[config.mk]
export PLATFORM = sky130hd
export DESIGN_NAME = cp0_intc
export DESIGN_NICKNAME = d
export VERILOG_FILES = /design/src/rtl/cp0_intc.sv
export SDC_FILE = /design/constraint.sdc
export NUM_CORES = 1
export LEC_CHECK = 0
export ABC_AREA = 1
export BUFFER_PORTS_ARGS = -buffer_cell sky130_fd_sc_hd__buf_2
export CAP_MARGIN = 20
export CORE_ASPECT_RATIO = 1.2
export CORE_MARGIN = 4
export CORE_UTILIZATION = 45
export CTS_CLUSTER_DIAMETER = 100
export DETAILED_ROUTE_END_ITERATION = 10
export PLACE_DENSITY = 0.8
export SLEW_MARGIN = 25
export SYNTH_ARGS = -nofsm -noshare
export SYNTH_HDL_FRONTEND = slang
export SYNTH_SLANG_ARGS = --single-unit
export TNS_END_PERCENT = 20
[constraint.sdc]
create_clock -name clk -period 1.5 [get_ports clk]
set_clock_uncertainty 0.1 [all_clocks]
set_input_delay 0.3 -clock clk [delete_from_list [all_inputs] [get_ports clk]]
set_output_delay 0.3 -clock clk [all_outputs]
set_load 0.02 [all_outputs]
[src/rtl/cp0_intc.sv]
// Coprocessor-0 interrupt controller: owns SR, Cause, EPC and PRId, latches
// hardware interrupt lines (level or sticky edge per line), raises a single
// flush/redirect request and saves the interrupted PC for eret.
module cp0_intc #(
  parameter int                NINT       = 6,
  parameter logic [NINT-1:0]   EDGE_MASK  = '0,
  parameter logic [31:0]       PRID_VALUE = 32'h0000_2016
) (
  input  logic            clk,
  input  logic            reset,
  input  logic [NINT-1:0] hw_int,
  input  logic            we,
  input  logic [4:0]      sel,
  input  logic [31:0]     wdata,
  output logic [31:0]     rdata,
  input  logic [31:0]     pc_m,
  input  logic            eret,
  output logic            int_req,
  output logic [31:0]     epc,
  output logic            exl,
  output logic [3:0]      int_id
);

  localparam logic [4:0] SEL_SR    = 5'd12;
  localparam logic [4:0] SEL_CAUSE = 5'd13;
  localparam logic [4:0] SEL_EPC   = 5'd14;
  localparam logic [4:0] SEL_PRID  = 5'd15;
  localparam int         IP_LSB    = 10;

  // Architectural state
  logic [NINT-1:0] im_q;
  logic            ie_q;
  logic            exl_q;
  logic [NINT-1:0] ip_q;
  logic [NINT-1:0] prev_q;
  logic [31:0]     epc_q;
  logic [3:0]      int_id_q;

  // Derived combinational signals
  logic [NINT-1:0] pending;
  logic [3:0]      pend_id;
  logic [NINT-1:0] ip_next;
  logic            wr_sr;
  logic            wr_cause;
  logic            wr_epc;
  logic [31:0]     sr_word;
  logic [31:0]     cause_word;

  // Only registered state feeds the request, so hw_int never reaches
  // int_req without passing through the IP flops.
  assign pending = ip_q & im_q;
  assign int_req = ie_q & ~exl_q & (|pending);

  // An accepted interrupt flushes the M instruction, so its mtc0 is dropped.
  assign wr_sr    = we & ~int_req & (sel == SEL_SR);
  assign wr_cause = we & ~int_req & (sel == SEL_CAUSE);
  assign wr_epc   = we & ~int_req & (sel == SEL_EPC);

  // Priority encoder: lowest pending index wins.
  always_comb begin
    // NOTE: every always_comb output gets a default first so no path leaves
    // it unassigned, which would otherwise infer a latch.
    pend_id = '0;
    for (int i = NINT - 1; i >= 0; i--) begin
      if (pending[i]) pend_id = 4'(i);
    end
  end

  // Next IP: level lines follow the pin; edge lines latch a rise and only
  // clear through a Cause write, with a coincident rise taking precedence.
  always_comb begin
    ip_next = '0;
    for (int i = 0; i < NINT; i++) begin
      if (EDGE_MASK[i]) begin
        ip_next[i] = (hw_int[i] & ~prev_q[i]) |
                     (wr_cause ? wdata[IP_LSB + i] : ip_q[i]);
      end else begin
        ip_next[i] = hw_int[i];
      end
    end
  end

  // Register views and mfc0 read mux (reflects state after the last edge).
  always_comb begin
    sr_word                   = '0;
    sr_word[IP_LSB +: NINT]   = im_q;
    sr_word[1]                = exl_q;
    sr_word[0]                = ie_q;
    cause_word                = '0;
    cause_word[IP_LSB +: NINT] = ip_q;
    case (sel)
      SEL_SR:    rdata = sr_word;
      SEL_CAUSE: rdata = cause_word;
      SEL_EPC:   rdata = epc_q;
      SEL_PRID:  rdata = PRID_VALUE;
      default:   rdata = '0;
    endcase
  end

  // State update with precedence reset > accept > eret > mtc0.
  always_ff @(posedge clk) begin
    // NOTE: sequential state uses non-blocking assignments so every flop
    // samples pre-edge values regardless of statement order.
    if (reset) begin
      im_q     <= '0;
      ie_q     <= 1'b0;
      exl_q    <= 1'b0;
      ip_q     <= '0;
      prev_q   <= '0;
      epc_q    <= '0;
      int_id_q <= '0;
    end else begin
      prev_q <= hw_int;
      ip_q   <= ip_next;
      if (int_req) begin
        exl_q    <= 1'b1;
        epc_q    <= {pc_m[31:2], 2'b00};
        int_id_q <= pend_id;
      end else begin
        if (wr_sr) begin
          im_q <= wdata[IP_LSB +: NINT];
          ie_q <= wdata[0];
        end
        if (eret) begin
          exl_q <= 1'b0;
        end else if (wr_sr) begin
          exl_q <= wdata[1];
        end
        if (wr_epc) begin
          epc_q <= {wdata[31:2], 2'b00};
        end
      end
    end
  end

  assign epc    = epc_q;
  assign exl    = exl_q;
  assign int_id = int_id_q;

  // Bits that are architecturally ignored (alignment bits, unused wdata).
  logic unused_bits;
  assign unused_bits = ^{pc_m[1:0], wdata};

endmodule

# Yosys cells after proc, flatten, opt, wreduce, memory -nomap -nowiden
# Cells that the tools add are included.
# totals
register_bits	48
latch_bits	0
ramBits	0
romBits	0
n_memories	0
# op_classes
add_sub_neg	0
multipliers	0
div_mod_pow	0
order_cmp	0
n_eq_ne	4
shift	0
muxes	12
bitwise_logic	8
reduce_logical	4
# ops
cell	n
32-bit case mux with 4 select lines	1
32-bit 2-to-1 mux	2
5-bit by 4-bit equality test with 1-bit output (second input constant)	4
4-bit 2-to-1 mux	5
6-bit bitwise AND	1
6-bit OR reduction	1
1-bit bitwise AND	5
1-bit 2-to-1 mux	3
3-bit 2-to-1 mux	1
3-bit nonzero test	1
1-bit inverter	2
2-bit AND reduction	1
2-bit nonzero test	1

# Longest topological paths before layout
# Gate-level depths: netlist (run 1).
# depth
depth_word	9
depth_mapped	9
ltp_nobuf	8

# Worst setup path after synthesis (run 1)
# No wires, ideal clock.
# synth_path
kind	input port to output port
from	input port sel[3]
to	output port rdata[16]
arrival_time_ps	1297
t_required_ps	1100
setup_slack_ps	-197
stages	6
n_path_buf	2
cell_sequence	nand2_1 nor2_2 buf_2 nand2_1 buf_2 nor2_1
# synth_via
elab_chain_len	2
word_cells_on_any_way	5
# synth_rtl
element	line	rtl
start: declaration	13	input logic [4:0] sel,
5-bit by 4-bit equality test with 1-bit output	91	case (sel)
32-bit case mux with 4 select lines (*)	91	
end: declaration	15	output logic [31:0] rdata,
# Mark *: on every way between the ends. The rest lies on a longest branch, timed or not.

# Final worst setup path (run 1)
# layout_path
from	register ie_q
to	output port int_req
# layout_via
elab_chain_len	2
# layout_rtl
element	line	rtl
start: declaration	32	logic ie_q;
start signal: assignment	122	ie_q <= wdata[0];
1-bit bitwise AND (2 in series)	52	assign int_req = ie_q & ~exl_q & (|pending);
end: declaration	18	output logic int_req,
# Every way passes these cells.

==> results.md, run 1 <==
- Ys flop type: dfxtp_1
- Die height: roughly 94 um
- Pleak: 0.00251 uW
- Core Util, Final: 83.2%
- Clock Sinks: 47
- Sequential area share after synthesis: 33.7%
- DP Worst Slack: -0.173 ns
- Worst R2R Setup Slack: -0.08 ns
- Drt drc: 0
- Critical Path End Type: primary output
- # placed instances: 685
- Max Clk Rate: 0.611 GHz
- Initial Util: 46.4%
- Total grt overflow: 0
- Synth Register Bits: 47
- Final Max Tran Viols: 0
- Clock Latency Late Sink: slightly above 0.3 ns
- Netlist area before placement: between 2000 and 3000 um2
- CTS Buffer Depth: 2
- Worst Path Max Fanout: 4
- Clk pin slew, worst setup/hold paths: 0.10 ns
- Post-synth EDFFs: 0
- Die area: between 7000 and 8000 um2
- Endpoints failing setup: 66
- Area added between synthesis and finish: 79.3%
- Crit path cell chain: inv_2 -> nor2_4 -> nand2_2 -> nand3_4 -> buf_6
- Gr usage total: 25.2%
- Vias: 3934
- Die W: between 70 and 80 um
- Max incr delay on CP: 0.33 ns
- Max Cap Viol: 0
- Post-Route WL: between 10 and 15 mm
- Most frequent cells in the layout: 105 x buf_2, 103 x nand2_1, 70 x inv_1, 49 x buf_6, 41 x nand3_1
- Synth unique cells: 19
- CTS tree: built
- Syn Inst Count: 465
- Final hold slack: roughly 0.087 ns
- Fin cells: 727
- Worst vdd ir: 492 uV
- Worst setup margin: -0.136 ns
- Core area: between 6000 and 7000 um2
- CP Class: reg -> out
- Yosys warnings: 0
- Ant diodes: 0
- Final period utilization: 109%
- RSZ-0062 raised after global routing: true
- Largest net degree at the start of global routing: 39
- Status: complete, but fails checks
- Routability congestion estimate: 0.934
- Vias per inst: 5.41
- Worst Path Required: 1.10 ns
- Total CTS buffers: 5
- Share of layout cells above drive strength 1: 49.1%
- Violations in the final reports: setup timing
- Vias in the first global route: ~3300
- Number of H-tree levels: 2
- CTS Hold Buffers Added: 0
- Class of the worst hold path: in -> reg
- Iteration-0 DRC Markers: 305
- IO Pins: roughly 150
- Crit path max-delay cell type: dfxtp_2
- Initial antenna violation count: 0
- Buffers on Ports: 143
- Antenna-violating nets left: 0
- Pre-antenna DRT Iters: 5
- Async SR Flop Fraction: 0%
- Clock root buffer: clkbuf_8
- Tmin final: 1.64 ns
- Commonest non-fill, non-tap cell in the layout: buf_2
- Nets: 723
- Critical Path AT: 1.24 ns
- Final Hold Vio Count: 0
- Power Density: between 400 and 500 nW/um2
- Routed len/inst: 16.8 um
- Startpoint class of the critical path: flip-flop
- Cell Rows: 31
- Post-DP HPWL: 6.69 mm
- Syn_area_per_cell: 6.00 um2
- First-pass GRT wire length: 15.1 mm
-- worst max-delay path: cells and delay by family (launching register included) --
| family | cells | cell delay [ns] |
|---|---|---|
| buffers and inverters | 2 | 0.18 |
| and+or+nand+nor | 3 | 0.42 |
| DFF | 1 | 0.33 |
-- flip-flops by register name, indices dropped and copies added, names as in the netlist --
register  cells
int_id        3
im_q          6
epc          30
ie_q          1
ip_q          6
exl           1
-- synth_stat cells, types with 2 or more instances --
| cell | count | area, um2 |
|---|---|---|
| a21oi_1 | 33 | 165 |
| buf_2 | 12 | 60.1 |
| buf_4 | 9 | 67.6 |
| clkbuf_1 | 13 | 48.8 |
| dfxtp_1 | 47 | 941 |
| inv_1 | 72 | 270 |
| nand2_1 | 134 | 503 |
| nand3_1 | 55 | 275 |
| nand3_2 | 2 | 20.0 |
| nand4_1 | 32 | 200 |
| nor2_1 | 45 | 169 |
| nor2_2 | 3 | 18.8 |
| nor2_4 | 2 | 22.5 |
-- final cells by class --
| type | instances | area (um2) |
|---|---|---|
| repair buffers | 204 | 1700 |
| clock inverters | 2 | 12.5 |
| multi-input cells | 313 | 1880 |
| inverters | 73 | 277 |
| clock buffers | 6 | 72.6 |
| well taps | 82 | 103 |
| fillers | 370 | 1010 |
| flip-flops and latches | 47 | 957 |
-- cell families after synthesis --
logic type | synth area share (%)
other | 0.134
flip-flops | 33.7
buffers and inverters | 16.1
AO/OA/AOI/OAI | 6.28
AND/OR/NAND/NOR | 43.7
-- final timing paths --
path / from / end / depth (start not counted)
worst max-delay path: ie_q / int_req / 5
worst min-delay path: hw_int[2] / ip_q[2] / 3
worst max register to register: ie_q / epc[22] / 11
worst min register to register: epc[3] / epc[3] / 2
-- power breakdown --
| group | internal, uW | leakage, uW | switching, uW | total (uW) |
|---|---|---|---|---|
| Combinational | 190 | 0.00209 | 238 | 427 |
| Clock | 327 | 0.0000412 | 451 | 778 |
| Sequential | 1270 | 0.000386 | 17.2 | 1280 |
| Total | 1780 | 0.00251 | 706 | 2490 |
-- metrics by stage --
step           power, uW  cell area, um2  TNS [ns]
2_1_floorplan       1460            2960     -2.85
3_3_place_gp        1620            3840     -7.91
3_5_place_dp        1630            3840     -8.67
4_1_cts             2410            4330    -0.710
5_1_grt             2550            5000     -7.99
6_report            2490            5000     -3.81
-- layer usage --
layer  GRT usage [%]  vias to the layer above  share of wire [%]
li1                -                     1810                  -
met3            5.47                       48                8.0
met5               0                        -                  0
met1            28.5                     1829                 36
met2            43.9                      247                 53
met4            12.4                        0                3.8
-- what timing repair did --
item	in CTS	in global routing
endpoints found under the setup margin	33	73
resized for setup	82	115
buffers inserted	15	8
cloned	1	11
pin swaps	11	26
(Power assumes the default switching activity.)
==> run 2, diff against run 1 <==
--- a/config.mk
+++ b/config.mk
@@ -11,6 +11,7 @@
 export CORE_ASPECT_RATIO = 1.2
 export CORE_MARGIN = 4
 export CORE_UTILIZATION = 45
+export CTS_BUF_LIST = sky130_fd_sc_hd__clkbuf_16
 export CTS_CLUSTER_DIAMETER = 100
 export DETAILED_ROUTE_END_ITERATION = 10
 export PLACE_DENSITY = 0.8
==> results.md, run 2 (synthesis gave the netlist of run 1 again) <==
- Pre-antenna DRT Iters: 5 (unchanged)
- Antenna-violating nets left: 0 (unchanged)
- CTS Hold Buffers Added: 0 (unchanged)
- Clock Sinks: 47 (unchanged)
- Die height: 94.3 um (unchanged)
- Core area: 6010 um2 (unchanged)
- Iteration-0 DRC Markers: 257 (was 305)
- Largest net degree at the start of global routing: 39 (unchanged)
- Most frequent cells in the layout: 105 x buf_2, 95 x nand2_1, 71 x inv_1, 46 x buf_6, 40 x nand3_1 (was 105 x buf_2, 103 x nand2_1, 70 x inv_1, 49 x buf_6, 41 x nand3_1)
- Hold Path Depth: 3 (unchanged)
- Commonest non-fill, non-tap cell in the layout: buf_2 (unchanged)
- Clock power frac: 38.9% (was 31.3%)
- Internal: 2070 uW (was 1780 uW)
- Drt drc: 0 (unchanged)
- R2R Path End: int_id[1] (was epc[22])
- Vias per inst: 5.49 (was 5.41)
- Post-DP HPWL: 6.69 mm (unchanged)
- Design Area, Final: 5070 um2 (was 5000 um2)
- Switching Fraction: 26.3% (was 28.4%)
- RR Startpoint: ie_q (unchanged)
- Max Cap Viol: 0 (unchanged)
- Final Hold Vio Count: 0 (unchanged)
- Routed len/inst: 17.2 um (was 16.8 um)
- Worst vdd ir: 521 uV (was 492 uV)
- Pleak: 0.00257 uW (was 0.00251 uW)
- Worst Path Required: 1.60 ns (was 1.10 ns)
- Gr usage total: 25.4% (was 25.2%)
- Initial Util: 46.4% (unchanged)
- Hold_sp: hw_int[1] (was hw_int[2])
- Die area: 7530 um2 (unchanged)
- Clk pin slew, worst setup/hold paths: 0.07 ns (was 0.10 ns)
- Worst R2R Setup Slack: -0.18 ns (was -0.08 ns)
- Status: complete, but fails checks (unchanged)
- Fin Setup TNS: -5.05 ns (was -3.81 ns)
- Sequential power share: 45.8% (was 51.6%)
- CTS Buffer Depth: 2 (unchanged)
- Nets: 723 (unchanged)
- Comb pwr share: 15.3% (was 17.2%)
- Total grt overflow: 0 (unchanged)
- Class of the worst hold path: in -> reg (unchanged)
- Critical Path AT: 1.77 ns (was 1.24 ns)
- Critical Path End Type: flip-flop (was primary output)
- Area added between synthesis and finish: 81.8% (was 79.3%)
- Max Clk Rate: 0.597 GHz (was 0.611 GHz)
- Share of layout cells above drive strength 1: 50.7% (was 49.1%)
- Worst setup margin: -0.175 ns (was -0.136 ns)
- Vias: 3993 (was 3934)
- R2R depth: 9 (was 11)
- Number of H-tree levels: 2 (unchanged)
- RSZ-0062 raised after global routing: true (unchanged)
- Die W: 79.9 um (unchanged)
- Violations in the final reports: setup timing (unchanged)
- Routability congestion estimate: 0.934 (unchanged)
- Ant diodes: 0 (unchanged)
- Largest register FFs: 30 (unchanged)
- CTS tree: built (unchanged)
- CP Class: reg -> reg (was reg -> out)
- Clock Latency Late Sink: 0.29 ns (was 0.31 ns)
- Buffers on Ports: 143 (unchanged)
- Cell Rows: 31 (unchanged)
- Vias in the first global route: 3333 (was 3317)
- Worst Path Max Fanout: 4 (unchanged)
- Startpoint class of the critical path: flip-flop (unchanged)
- Power Density: 554 nW/um2 (was 498 nW/um2)
- First-pass GRT wire length: 15.3 mm (was 15.1 mm)
- Switch Pwr: 739 uW (was 706 uW)
- DP Worst Slack: -0.173 ns (unchanged)
- Final period utilization: 112% (was 109%)
- Initial antenna violation count: 0 (unchanged)
- Total CTS buffers: 5 (unchanged)
- Endpoints failing setup: 70 (was 66)
- Tmin final: 1.68 ns (was 1.64 ns)
- IO Pins: 149 (unchanged)
- Final Max Tran Viols: 0 (unchanged)
- # fillers: 356 (was 370)
- Clock root buffer: clkbuf_16 (was clkbuf_8)
- Placed cell area: 3840 um2 (unchanged)
- Hold Path End: ip_q[1] (was ip_q[2])
- Post-Route WL: 12.5 mm (was 12.2 mm)
==> run 2: cell count changes in the layout (fill, tap and decap cells not counted), moves of 5 or more <==
cell	change
nand2_4	+5
clkbuf_8	-5
clkbuf_16	+5
buf_4	+5
nand2_1	-8
==> run 2: final cells by class <==
cell class	count	area, um2	share of cell area, %
timing repair buffer	204	1670	33.0
clock inverter	3	16.3	0.321
inverter	73	277	5.45
multi-input combinational	313	1920	37.9
sequential	47	956	18.8
clock buffer	5	125	2.47
tap	82	103	2.02
==> run 2: worst max-delay path, cell delays in order, from the launching register on <==
cell and delay [ns]:
dfxtp_2 0.32, inv_2 0.05, nor2_4 0.21, buf_4 0.16, buf_4 0.09, buf_4 0.09
buf_4 0.09, buf_4 0.10, nand4_1 0.14, a21oi_1 0.23
==> run 2: repair_timing <==
action | 4_1_cts | 5_1_grt
pin swaps | 9 | 34
gates resized for setup | 79 | 124
endpoints found under the setup margin | 33 | 73
buffers inserted | 16 | 8
cloned | 1 | 10
hold endpoints to repair | 0 | 0
==> run 2: how the worst max path moves through the flow <==
stage	from	endpoint	slack, ns	cells after the start
final	ie_q	int_id[1]	-0.18	9
after global routing	im_q[4]	int_id[1]	-0.21	10
after CTS	sel[4]	rdata[14]	-0.07	7
after detailed placement	sel[3]	epc[31]	-0.17	8
after global placement	sel[3]	epc[16]	-0.15	8
after floorplan	sel[3]	rdata[13]	-0.1	4
==> run 2: per-layer routing <==
metal	part of all wire (%)	track usage, %
met5	0	0
met4	4.5	10.7
met3	8.5	5.28
met2	52	46.0
met1	35	28.3
==> run 2: power by group through the flow <==
stage               combinational [uW]  clock, uW  sequential [uW]
detailed placement                 319          0             1310
floorplan                          146          0             1310
global route                       456       1150             1290
CTS                                360       1090             1280
finish                             430       1090             1290
global placement                   315          0             1310
==> run 2: through the flow <==
stage                     std cells  utilization, %  hold WS, ns  total power (uW)
after floorplan                 467               -        0.307              1460
after global placement          685            63.9        0.372              1620
after detailed placement        685            63.9        0.389              1630
after CTS                       710            72.9        0.112              2730
after global routing            727            84.4        0.109              2890
final                           727            84.4        0.115              2810
